==> src/rtl/axis_master.sv <==
// axis_master: AXI4-Stream source of fixed-length packets carrying incrementing beat indices
module axis_master #(
  parameter int DATA_WIDTH  = 8,
  parameter int PACKET_SIZE = 256,
  parameter int IDLE_CYCLES = 0,
  parameter int NUM_PACKETS = 0
) (
  input  logic                  clk,
  input  logic                  reset_n,
  output logic [DATA_WIDTH-1:0] m_tdata,
  output logic                  m_tvalid,
  input  logic                  m_tready,
  output logic                  m_tlast
);
  localparam int CW = PACKET_SIZE > 1 ? $clog2(PACKET_SIZE) : 1;
  localparam int PW = NUM_PACKETS > 0 ? $clog2(NUM_PACKETS + 1) : 1;
  localparam int GW = IDLE_CYCLES > 0 ? $clog2(IDLE_CYCLES + 1) : 1;
  localparam logic [CW-1:0] LAST_IDX = CW'(PACKET_SIZE - 1);
  localparam logic [1:0] RESET_IDLE = 2'd0, SEND = 2'd1, GAP = 2'd2, DONE = 2'd3;
  logic [1:0] state_q, state_d;
  logic [CW-1:0] cnt_q, cnt_d;
  logic [PW-1:0] pkt_q, pkt_d, pkt_inc;
  logic [GW-1:0] gap_q, gap_d;
  logic [DATA_WIDTH-1:0] tdata_q, tdata_d;
  logic tvalid_q, tvalid_d, tlast_q, tlast_d, acc, is_last;
  // Next state; outputs are precomputed from the next state so they leave as flops
  always_comb begin
    acc = tvalid_q & m_tready;
    is_last = cnt_q == LAST_IDX;
    pkt_inc = pkt_q + PW'(1);
    state_d = state_q;
    cnt_d = cnt_q;
    pkt_d = pkt_q;
    gap_d = gap_q;
    case (state_q)
      RESET_IDLE: state_d = SEND;
      SEND: if (acc) begin
        cnt_d = is_last ? '0 : cnt_q + CW'(1);
        if (is_last) begin
          pkt_d = NUM_PACKETS != 0 ? pkt_inc : pkt_q;
          gap_d = '0;
          state_d = (NUM_PACKETS != 0 && pkt_inc == PW'(NUM_PACKETS)) ? DONE :
                    IDLE_CYCLES > 0 ? GAP : SEND;
        end
      end
      GAP: begin
        gap_d = gap_q + GW'(1);
        if (gap_q == GW'(IDLE_CYCLES - 1)) state_d = SEND;
      end
      default: ;
    endcase
    tvalid_d = state_d == SEND;
    tlast_d = tvalid_d && cnt_d == LAST_IDX;
    tdata_d = DATA_WIDTH'(cnt_d);
  end
  // State and registered outputs; reset aborts any packet immediately
  always_ff @(posedge clk or negedge reset_n) begin
    if (!reset_n) begin
      state_q <= RESET_IDLE;
      cnt_q <= '0;
      pkt_q <= '0;
      gap_q <= '0;
      tvalid_q <= 1'b0;
      tlast_q <= 1'b0;
      tdata_q <= '0;
    end else begin
      state_q <= state_d;
      cnt_q <= cnt_d;
      pkt_q <= pkt_d;
      gap_q <= gap_d;
      tvalid_q <= tvalid_d;
      tlast_q <= tlast_d;
      tdata_q <= tdata_d;
    end
  end
  assign m_tvalid = tvalid_q;
  assign m_tlast = tlast_q;
  assign m_tdata = tdata_q;
endmodule

==> config.mk <==
export PLATFORM = sky130hd
export DESIGN_NAME = axis_master
export DESIGN_NICKNAME = d
export VERILOG_FILES = /design/src/rtl/axis_master.sv
export SDC_FILE = /design/constraint.sdc
export NUM_CORES = 1
export LEC_CHECK = 0
export BUFFER_PORTS_ARGS = -buffer_cell sky130_fd_sc_hd__buf_2
export CORE_MARGIN = 3
export CORE_UTILIZATION = 51
export CTS_BUF_LIST = sky130_fd_sc_hd__clkbuf_8 sky130_fd_sc_hd__clkbuf_16
export CTS_CLUSTER_SIZE = 20
export DETAILED_ROUTE_END_ITERATION = 12
export GPL_TIMING_DRIVEN = 0
export PLACE_DENSITY = 0.82
export SYNTH_ARGS = -nofsm -noshare
export SYNTH_HDL_FRONTEND = slang
export SYNTH_SLANG_ARGS = --single-unit
==> constraint.sdc <==
create_clock -name clk -period 1.9 [get_ports clk]
set_clock_uncertainty 0.05 [all_clocks]
set_input_delay 0.285 -clock clk [delete_from_list [all_inputs] [get_ports clk]]
set_output_delay 0.285 -clock clk [all_outputs]
set_load 0.03 [all_outputs]
==> results.md, run 1 <==
* Vias in the first global route at 519
* Fin Setup TNS at 0 ns
* WP data required at 1.99 ns
* Post-placement setup slack at 0.2597 ns
* Overflow after GRT at 0
* Num rows at 12
* Period utilization at 90.22%
* Placer's final routability congestion estimate at 0.7849
* Die area at 0.001775 sq mm
* Cell Count, Final, Fillers Out at 93
* 1st-iter DRT viols at 18
* Clock power frac at 20.9%
* Max clock buf depth at 2
* Initial Util at 56.84%
* GRT Overall Usage at 16.55%
* Layout area overhead at 19.92%
* Psw at 0.5041 mW
* Die Height at 42.13 um
* P per Cell Area at 1421 mW/mm^2
* Worst slew margin at 77.41%
* Final instance area at 798.3 sq um
* DR vias at 526
* WP data arrival at 1.80 ns
* Post-Syn Area at 665.6 sq um
* Status: finished clean
* Largest net degree at the start of global routing at 14
* CP max FO at 8
* Core Area at 0.001171 sq mm
* Placed cell count at 88
* Clk root buf: clkbuf_8
* Antenna violations before repair at 0
* Layout cell share with drive strength beyond 1 at 30.38%
* DP HPWL at 937.7 um
* Number of nets in the layout at 84
* Crit Path Category: register to register
* Syn Area/Cell at 10.74 sq um
* Yosys warnings at 0
* Post-CTS Setup Bufs at 0
* # IOs at 13
* Max-cap viol count at 0
* Ys flop type: dfrtp_1
* DP Area at 743.2 sq um
* Pleak at 0.3622 nW
* CTS tree: yes
* Ys async rst share at 100.0%
* Final Util at 68.16%
* Worst Setup Start Kind: register
* Worst VDD drop at 0.8222 mV
* Reg2Reg Capture Point: m_tlast
* Sequential cell area at 325.3 sq um
* Register area share after synthesis at 48.87%
* Initial DRT Pass Iterations at 4
* Post-route minimum period at 1.714 ns
* Final Max Slew Viols at 0
* CTS Sinks at 13
* Setup violators final at 0
* First-pass GRT wire length at 2249 um
* DRC viols at 0
* Critical Path Sink Type: register
* Seq cells post-synth at 13
* Flop2flop setup slack at 0.19 ns
* Post-CTS resize count at 0
* Endpoint, Worst Hold: m_tdata[1]
* Multi-input gate area at 314.1 sq um
* EDFF count, synth at 0
* Syn Inst Count at 62
* P_int at 0.6303 mW
* Comb pwr share at 38.2%
* Final Hold Fails at 0
* Hold Startpoint: m_tready
* Fillers at 97
* Synth Net Count at 66
* Final setup margin at 0.1859 ns
* Sw Ratio at 44.44%
* HP Class: input port to register
* CTS Buf Count at 3
* Number of H-tree levels at 1
* Unrepaired setup endpoints after global routing: false
* Seq pwr share at 40.9%
* Max Fclk at 583.4 MHz
* Die W at 42.13 um
* Average wire per standard cell at 13.90 um
* Worst r2r src: m_tdata[0]
* Via density at 5.656
* Slew of the pin with the lowest slew margin at 0.3353 ns
* ANT nets after route at 0
* Worst-Skew Late Latency at 0.24 ns
* Clock slew at reported path FFs at 0.06 ns
* Hold-critical path depth at 4
* Port Buf Inserts at 12
* Reg2Reg Depth at 5
* Number of inserted diodes at 0
* Final WL at 1293 um
* Unique masters post-synth at 28
## power by group through the flow
stage               Sequential [mW]  Clock (mW)  Combinational (mW)
finish                        0.465       0.237               0.433
floorplan                     0.570           0               0.195
detailed placement            0.465           0               0.431
global route                  0.480       0.254               0.472
CTS                           0.461       0.241               0.436
global placement              0.459           0               0.417
## worst max-delay path by stage
stage	end	from
after floorplan	m_tlast	m_tdata[0]
after global placement	m_tlast	m_tdata[0]
after detailed placement	m_tlast	m_tdata[0]
after CTS	m_tlast	m_tdata[0]
after global routing	m_tlast	m_tdata[0]
final	m_tlast	m_tdata[0]
## cell usage in the layout (no fill, tap or decap)
cell type,Yosys,routed
and4b_1,1,1
nor2_4,1,1
nand3b_1,1,1
or3_2,1,1
or3_4,1,1
ha_1,1,1
o31ai_2,1,1
buf_2,0,12
buf_6,1,1
o2111ai_1,1,1
nand4_1,1,1
nand4b_2,1,1
dfrtp_1,13,13
inv_1,4,5
nor2_1,6,6
a2bb2oi_1,1,1
nand4_4,1,1
nand3_1,2,2
o31ai_1,1,1
nor3_1,2,2
a21oi_1,1,1
dlygate4sd3_1,0,1
nor3b_1,1,1
nor4_2,1,1
xor2_1,3,3
clkbuf_8,0,3
o21ai_0,2,2
xnor2_1,3,3
o21ai_1,1,1
nand2_1,8,8
o21ai_2,1,1
## routing by layer
metal	vias up	share of wire, %	track usage (%)
met5	-	0	0
met4	0	1.5	7.453
met3	4	6.1	3.863
met2	17	47	26.23
met1	250	45	21.35
li1	255	-	-
## cell type report
class	instances	area share, %
multi-input combinational	44	39.34
timing repair buffer	13	8.777
buffer	1	1.411
inverter	4	1.881
clock buffer	3	5.172
clock inverter	1	0.4702
sequential	13	40.75
tap	14	2.194
## metrics by stage
step	total power, mW	hold WS, ns
6_report	1.134	0.3978
5_1_grt	1.206	0.4362
4_1_cts	1.139	0.3989
3_5_place_dp	0.8962	0.1401
3_3_place_gp	0.8751	0.1386
2_1_floorplan	0.7649	-0.06059
## critical path, cell delays in order, from the launching register on
cell	delay, ns
dfrtp_1	0.50
ha_1	0.34
a21oi_1	0.24
nor3_1	0.09
a2bb2oi_1	0.15
nor4_2	0.23
## what timing repair did
item / 4_1_cts / 5_1_grt
hold buffers: 1 / 0
endpoints found under the hold margin: 13 / 0
setup endpoints to repair: 0 / 0
## state kept, by name, summed over array words and instances, names as in the netlist
name,cells
state_q,2
gap_q,1
m_tdata,8
m_tlast,1
m_tvalid,1
## synthesized netlist by cell type, drive strengths merged, types with 2 or more instances
cell type   n  share of area, %
dfrtp      13                49
nand2       8               4.5
nor2        7               5.1
inv         4               2.3
o21ai       4               3.6
xnor2       3               3.9
xor2        3               3.9
nand3       2               1.5
nand4       2               4.1
nor3        2               1.5
o31ai       2               3.0
or3         2               2.8
## cell families after synthesis
kind of cell,after synthesis,share of synthesized area [%]
AND/OR/NAND/NOR,28,27.44
flip-flops,13,48.87
AO/OA/AOI/OAI,9,9.962
XOR/XNOR,6,7.896
buffers and inverters,5,3.947
adder cells (fa/ha/maj),1,1.879
(Power assumes the default switching activity.)
==> inputs of run 2 (changes only) <==
--- a/config.mk
+++ b/config.mk
@@ -12,7 +12,7 @@
 export CTS_CLUSTER_SIZE = 20
 export DETAILED_ROUTE_END_ITERATION = 12
 export GPL_TIMING_DRIVEN = 0
-export PLACE_DENSITY = 0.82
+export PLACE_DENSITY = 0.75
 export SYNTH_ARGS = -nofsm -noshare
 export SYNTH_HDL_FRONTEND = slang
 export SYNTH_SLANG_ARGS = --single-unit
==> results.md, run 2 (same netlist as run 1, synthesis figures left out) <==
* DRC viols at 0 (unchanged)
* Antenna violations before repair at 0 (unchanged)
* DP Area at 743.2 sq um (unchanged)
* Worst VDD drop at 0.8399 mV (+2.1%)
* Final Max Slew Viols at 0 (unchanged)
* Num rows at 12 (unchanged)
* Final instance area at 798.3 sq um (unchanged)
* Flop2flop setup slack at 0.24 ns (+0.05 ns)
* Overflow after GRT at 0 (unchanged)
* Via density at 5.473 (-3.2%)
* DP HPWL at 909.2 um (-3.0%)
* Max-cap viol count at 0 (unchanged)
* Largest net degree at the start of global routing at 14 (unchanged)
* Clk root buf: clkbuf_8
* CP max FO at 8 (unchanged)
* Final Hold Fails at 0 (unchanged)
* Clock slew at reported path FFs at 0.05 ns (about the same)
* Worst-Skew Late Latency at 0.24 ns (about the same)
* CTS tree: yes
* Max clock buf depth at 2 (unchanged)
* Vias in the first global route at 523 (+0.77%)
* Period utilization at 87.45% (-2.8 points)
* Die area at 0.001775 sq mm (unchanged)
* Worst hold slack at 0.4022 ns (+0.004475 ns)
* Worst Setup Start Kind: register
* First-pass GRT wire length at 2304 um (+2.4%)
* Average wire per standard cell at 13.52 um (-2.8%)
* Post-CTS Setup Bufs at 0 (unchanged)
* Fillers at 102 (+5.2%)
* 1st-iter DRT viols at 9 (-9)
* Port Buf Inserts at 12 (unchanged)
* CTS Sinks at 13 (unchanged)
* Layout cell share with drive strength beyond 1 at 30.38% (unchanged)
* Setup violators final at 0 (unchanged)
* Critical Path Sink Type: register
* Final WL at 1257 um (-2.8%)
* Placer's final routability congestion estimate at 0.8325 (+6.1%)
* Core Area at 0.001171 sq mm (unchanged)
* Slowest CP cell: dfrtp_1
* CP delay by family, top: flip-flops
* ANT nets after route at 0 (unchanged)
* Die W at 42.13 um (unchanged)
* CP Cell Sequence: ha_1, a21oi_1, nor3_1, a2bb2oi_1, nor4_2
* Number of nets in the layout at 84 (unchanged)
* Slew of the pin with the lowest slew margin at 0.3385 ns (+0.003241 ns)
* Placed cell count at 88 (unchanged)
* Reg2Reg Depth at 5 (unchanged)
* HP Class: input port to async pin
* Commonest non-fill, non-tap cell in the layout: dfrtp_1
* Post-CTS resize count at 0 (unchanged)
* P per Cell Area at 1421 mW/mm^2 (about the same)
* Fin Setup TNS at 0 ns (unchanged)
* Crit. Startpoint: m_tdata[0]
* Critical path depth at 5 (unchanged)
* Worst Setup EP: m_tlast
* Cell Count, Final, Fillers Out at 93 (unchanged)
* Reg2Reg Capture Point: m_tlast
* WP data required at 1.99 ns (about the same)
* Post-placement setup slack at 0.2646 ns (+0.004913 ns)
* Design Power at 1.134 mW (about the same)
* # IOs at 13 (unchanged)
* Layout area overhead at 19.92% (unchanged)
* Most frequent cells in the layout: dfrtp_1, buf_2, nand2_1
* Final setup margin at 0.2384 ns (+0.05252 ns)
* WP data arrival at 1.75 ns (-0.05 ns)
* Number of H-tree levels at 1 (unchanged)
* Number of inserted diodes at 0 (unchanged)
* Critical path's largest stage delay at 0.50 ns (about the same)
* Worst Path Buf+Inv at 0 (unchanged)
* Worst r2r src: m_tdata[0]
* GRT Overall Usage at 16.88% (+0.33 points)
* Status: finished clean
* DR vias at 509 (-3.2%)
* Final Util at 68.16% (unchanged)
* Initial Util at 56.84% (unchanged)
* Post-route minimum period at 1.662 ns (-0.05252 ns)
* Worst slew margin at 77.43% (about the same)
* Die Height at 42.13 um (unchanged)
* Max FFs per register at 8 (unchanged)
* Pleak at 0.3622 nW (unchanged)
* Unrepaired setup endpoints after global routing: false
* CTS Buf Count at 3 (unchanged)
* Initial DRT Pass Iterations at 4 (unchanged)
* Crit Path Category: register to register
* Max Fclk at 601.8 MHz (+3.2%)
run 2: area by class of cell:
type / count / area, sq um / area share [%]
plain buffers: 1 / 11.26 / 1.411
clock buffers: 3 / 41.29 / 5.172
well taps: 14 / 17.52 / 2.194
flip-flops and latches: 13 / 325.3 / 40.75
repair buffers: 13 / 70.07 / 8.777
clock inverters: 1 / 3.754 / 0.4702
multi-input cells: 44 / 314.1 / 39.34
inverters: 4 / 15.01 / 1.881
run 2: layer usage:
layer  wire (um)  part of all wire (%)  up-vias  GRT usage, %
li1            -                     -      250             -
met1         601                    48      242         23.12
met2         563                    45       15         26.23
met3          74                   5.9        2         3.863
met4          17                   1.4        0         5.590
met5           0                     0        -             0
run 2: timing repair:
action | 4_1_cts | 5_1_grt
endpoints found under the setup margin | 0 | 0
hold endpoints to repair | 13 | 0
hold buffers | 1 | 0
run 2: worst min-delay path by stage:
stage                       start    endpoint  slack, ns  depth (start not counted)
after detailed placement  reset_n    m_tvalid       0.14                          1
after floorplan           reset_n       gap_q      -0.06                          0
after CTS                 reset_n  m_tdata[7]       0.41                          2
final                     reset_n  m_tdata[7]       0.40                          2
after global placement    reset_n  m_tdata[7]       0.13                          1
after global routing      reset_n  state_q[1]       0.44                          2
run 2: power by group:
part | switching, mW | internal [mW] | total [mW]
clock network | 0.0917 | 0.142 | 0.234
logic | 0.288 | 0.148 | 0.435
registers | 0.125 | 0.340 | 0.465
total | 0.504 | 0.630 | 1.13
==> inputs of run 3 (changes only) <==
--- a/config.mk
+++ b/config.mk
@@ -8,7 +8,6 @@
 export BUFFER_PORTS_ARGS = -buffer_cell sky130_fd_sc_hd__buf_2
 export CORE_MARGIN = 3
 export CORE_UTILIZATION = 51
-export CTS_BUF_LIST = sky130_fd_sc_hd__clkbuf_8 sky130_fd_sc_hd__clkbuf_16
 export CTS_CLUSTER_SIZE = 20
 export DETAILED_ROUTE_END_ITERATION = 12
 export GPL_TIMING_DRIVEN = 0
==> constraint.sdc (replaced) <==
create_clock -name clk -period 1.9 [get_ports clk]
set_clock_uncertainty 0.05 [all_clocks]
set_input_delay 0.19 -clock clk [delete_from_list [all_inputs] [get_ports clk]]
set_output_delay 0.19 -clock clk [all_outputs]
set_load 0.03 [all_outputs]
==> results.md, run 3 (same netlist as run 1, synthesis figures left out) <==
* First-pass GRT wire length at 2214 um (-3.9%)
* Status: finished clean
* Worst VDD drop at 0.8099 mV (-3.6%)
* Post-CTS Setup Bufs at 0 (unchanged)
* Critical Path Sink Type: register
* Post-CTS resize count at 0 (unchanged)
* Max Fclk at 600.1 MHz (-0.28%)
* Worst hold slack at 0.2711 ns (-0.1311 ns)
* Reg2Reg Capture Point: m_tlast
* Worst r2r src: m_tdata[0]
* DR vias at 510 (+0.20%)
* CP max FO at 8 (unchanged)
* DRT met1 WL at 603 um (+0.33%)
* Layout area overhead at 17.11%
* Slew of the pin with the lowest slew margin at 0.3331 ns (-0.005400 ns)
* Core Area at 0.001171 sq mm (unchanged)
* Top layer used by detailed routing: met4
* Worst slew margin at 77.79% (+0.36 points)
* P per Cell Area at 1358 mW/mm^2 (-4.4%)
* Pleak at 0.3503 nW (-3.3%)
* DRC viols at 0 (unchanged)
* Average wire per standard cell at 13.01 um (-3.7%)
* Clk root buf: clkbuf_4
* CTS tree: yes
* Vias in the first global route at 525 (+0.38%)
* Met2 routed WL at 521 um (-7.5%)
* Critical path's largest stage delay at 0.50 ns (about the same)
* Antenna violations before repair at 0 (unchanged)
* Final setup margin at 0.2337 ns (-0.004713 ns)
* Placed cell count at 88 (unchanged)
* Reg2Reg Depth at 5 (unchanged)
* Initial DRT Pass Iterations at 4 (unchanged)
* Crit. Startpoint: m_tdata[0]
* Post-route minimum period at 1.666 ns (+0.004713 ns)
* # IOs at 13 (unchanged)
* Num rows at 12 (unchanged)
* Worst Setup Start Kind: register
* Final Hold Fails at 0 (unchanged)
* Slowest CP cell: dfrtp_1
* Number of H-tree levels at 1 (unchanged)
* Setup violators final at 0 (unchanged)
* Period utilization at 87.70% (+0.25 points)
* Most frequent cells in the layout: dfrtp_1, buf_2, nand2_1
* DP HPWL at 909.2 um (unchanged)
* Initial Util at 56.84% (unchanged)
* Worst-Skew Late Latency at 0.27 ns (+0.03 ns)
* Die W at 42.13 um (unchanged)
* Crit Path Category: register to register
* Unrepaired setup endpoints after global routing: false
* Largest net degree at the start of global routing at 14 (unchanged)
* Commonest non-fill, non-tap cell in the layout: dfrtp_1
* Port Buf Inserts at 12 (unchanged)
* Max-cap viol count at 0 (unchanged)
* Die Height at 42.13 um (unchanged)
* GRT Overall Usage at 16.07% (-0.80 points)
* Flop2flop setup slack at 0.23 ns (about the same)
* Max clock buf depth at 2 (unchanged)
* Max FFs per register at 8 (unchanged)
* Design Power at 1.059 mW (-6.7%)
* Final WL at 1210 um (-3.7%)
* Layout cell share with drive strength beyond 1 at 30.38% (unchanged)
* HP Class: input port to async pin
* CTS Buf Count at 3 (unchanged)
* Final Max Slew Viols at 0 (unchanged)
* Clock slew at reported path FFs at 0.07 ns (+0.02 ns)
* ANT nets after route at 0 (unchanged)
* CTS Sinks at 13 (unchanged)
* Hold buffers post-CTS at 1 (unchanged)
* Post-placement setup slack at 0.2646 ns (unchanged)
* 1st-iter DRT viols at 10 (+1)
* Fillers at 107 (+4.9%)
* Die area at 0.001775 sq mm (unchanged)
* CP Cell Sequence: ha_1, a21oi_1, nor3_1, a2bb2oi_1, nor4_2
* Number of nets in the layout at 84 (unchanged)
* Met3 WL at 68 um (-8.1%)
* Via density at 5.484 (+0.20%)
* WP data required at 2.03 ns (+0.04 ns)
* Placer's final routability congestion estimate at 0.8325 (unchanged)
* Fin Setup TNS at 0 ns (unchanged)
* Cell Count, Final, Fillers Out at 93 (unchanged)
* WP data arrival at 1.79 ns (+0.04 ns)
* Number of inserted diodes at 0 (unchanged)
* Overflow after GRT at 0 (unchanged)
[run 3: critical path: cells and delay by family (launching register included)]
family                   cells  cell delay [ns]
flip-flops                   1             0.50
AO/OA/AOI/OAI                2             0.38
adder cells (fa/ha/maj)      1             0.34
AND/OR/NAND/NOR              2             0.30
[run 3: cell type report]
class	instances	area, sq um	area share, %
Sequential cell	13	325.3	41.73
Tap cell	14	17.52	2.247
Multi-Input combinational cell	44	314.1	40.29
Inverter	4	15.01	1.926
Clock buffer	4	26.28	3.371
Timing Repair Buffer	13	70.07	8.989
Buffer	1	11.26	1.445
[run 3: layer usage]
layer	track usage, %	up-vias
met1	22.04	242
met2	24.69	15
li1	-	251
met5	0	-
met3	2.575	2
met4	7.453	0
[run 3: stage by stage]
step	cell area (sq um)	util, %
2_1_floorplan	665.6	-
3_3_place_gp	743.2	63.46
3_5_place_dp	743.2	63.46
4_1_cts	779.5	66.56
5_1_grt	779.5	66.56
6_report	779.5	66.56
[run 3: worst max-delay path by stage]
stage / end / cells after the start
after global placement: m_tlast / 5
after floorplan: m_tlast / 5
after CTS: m_tlast / 5
final: m_tlast / 5
after global routing: m_tlast / 5
after detailed placement: m_tlast / 5
[run 3: report_power, final]
group / internal, mW / total (mW) / switching (mW)
registers: 0.339 / 0.460 / 0.121
logic: 0.148 / 0.433 / 0.285
clock network: 0.0814 / 0.165 / 0.0840
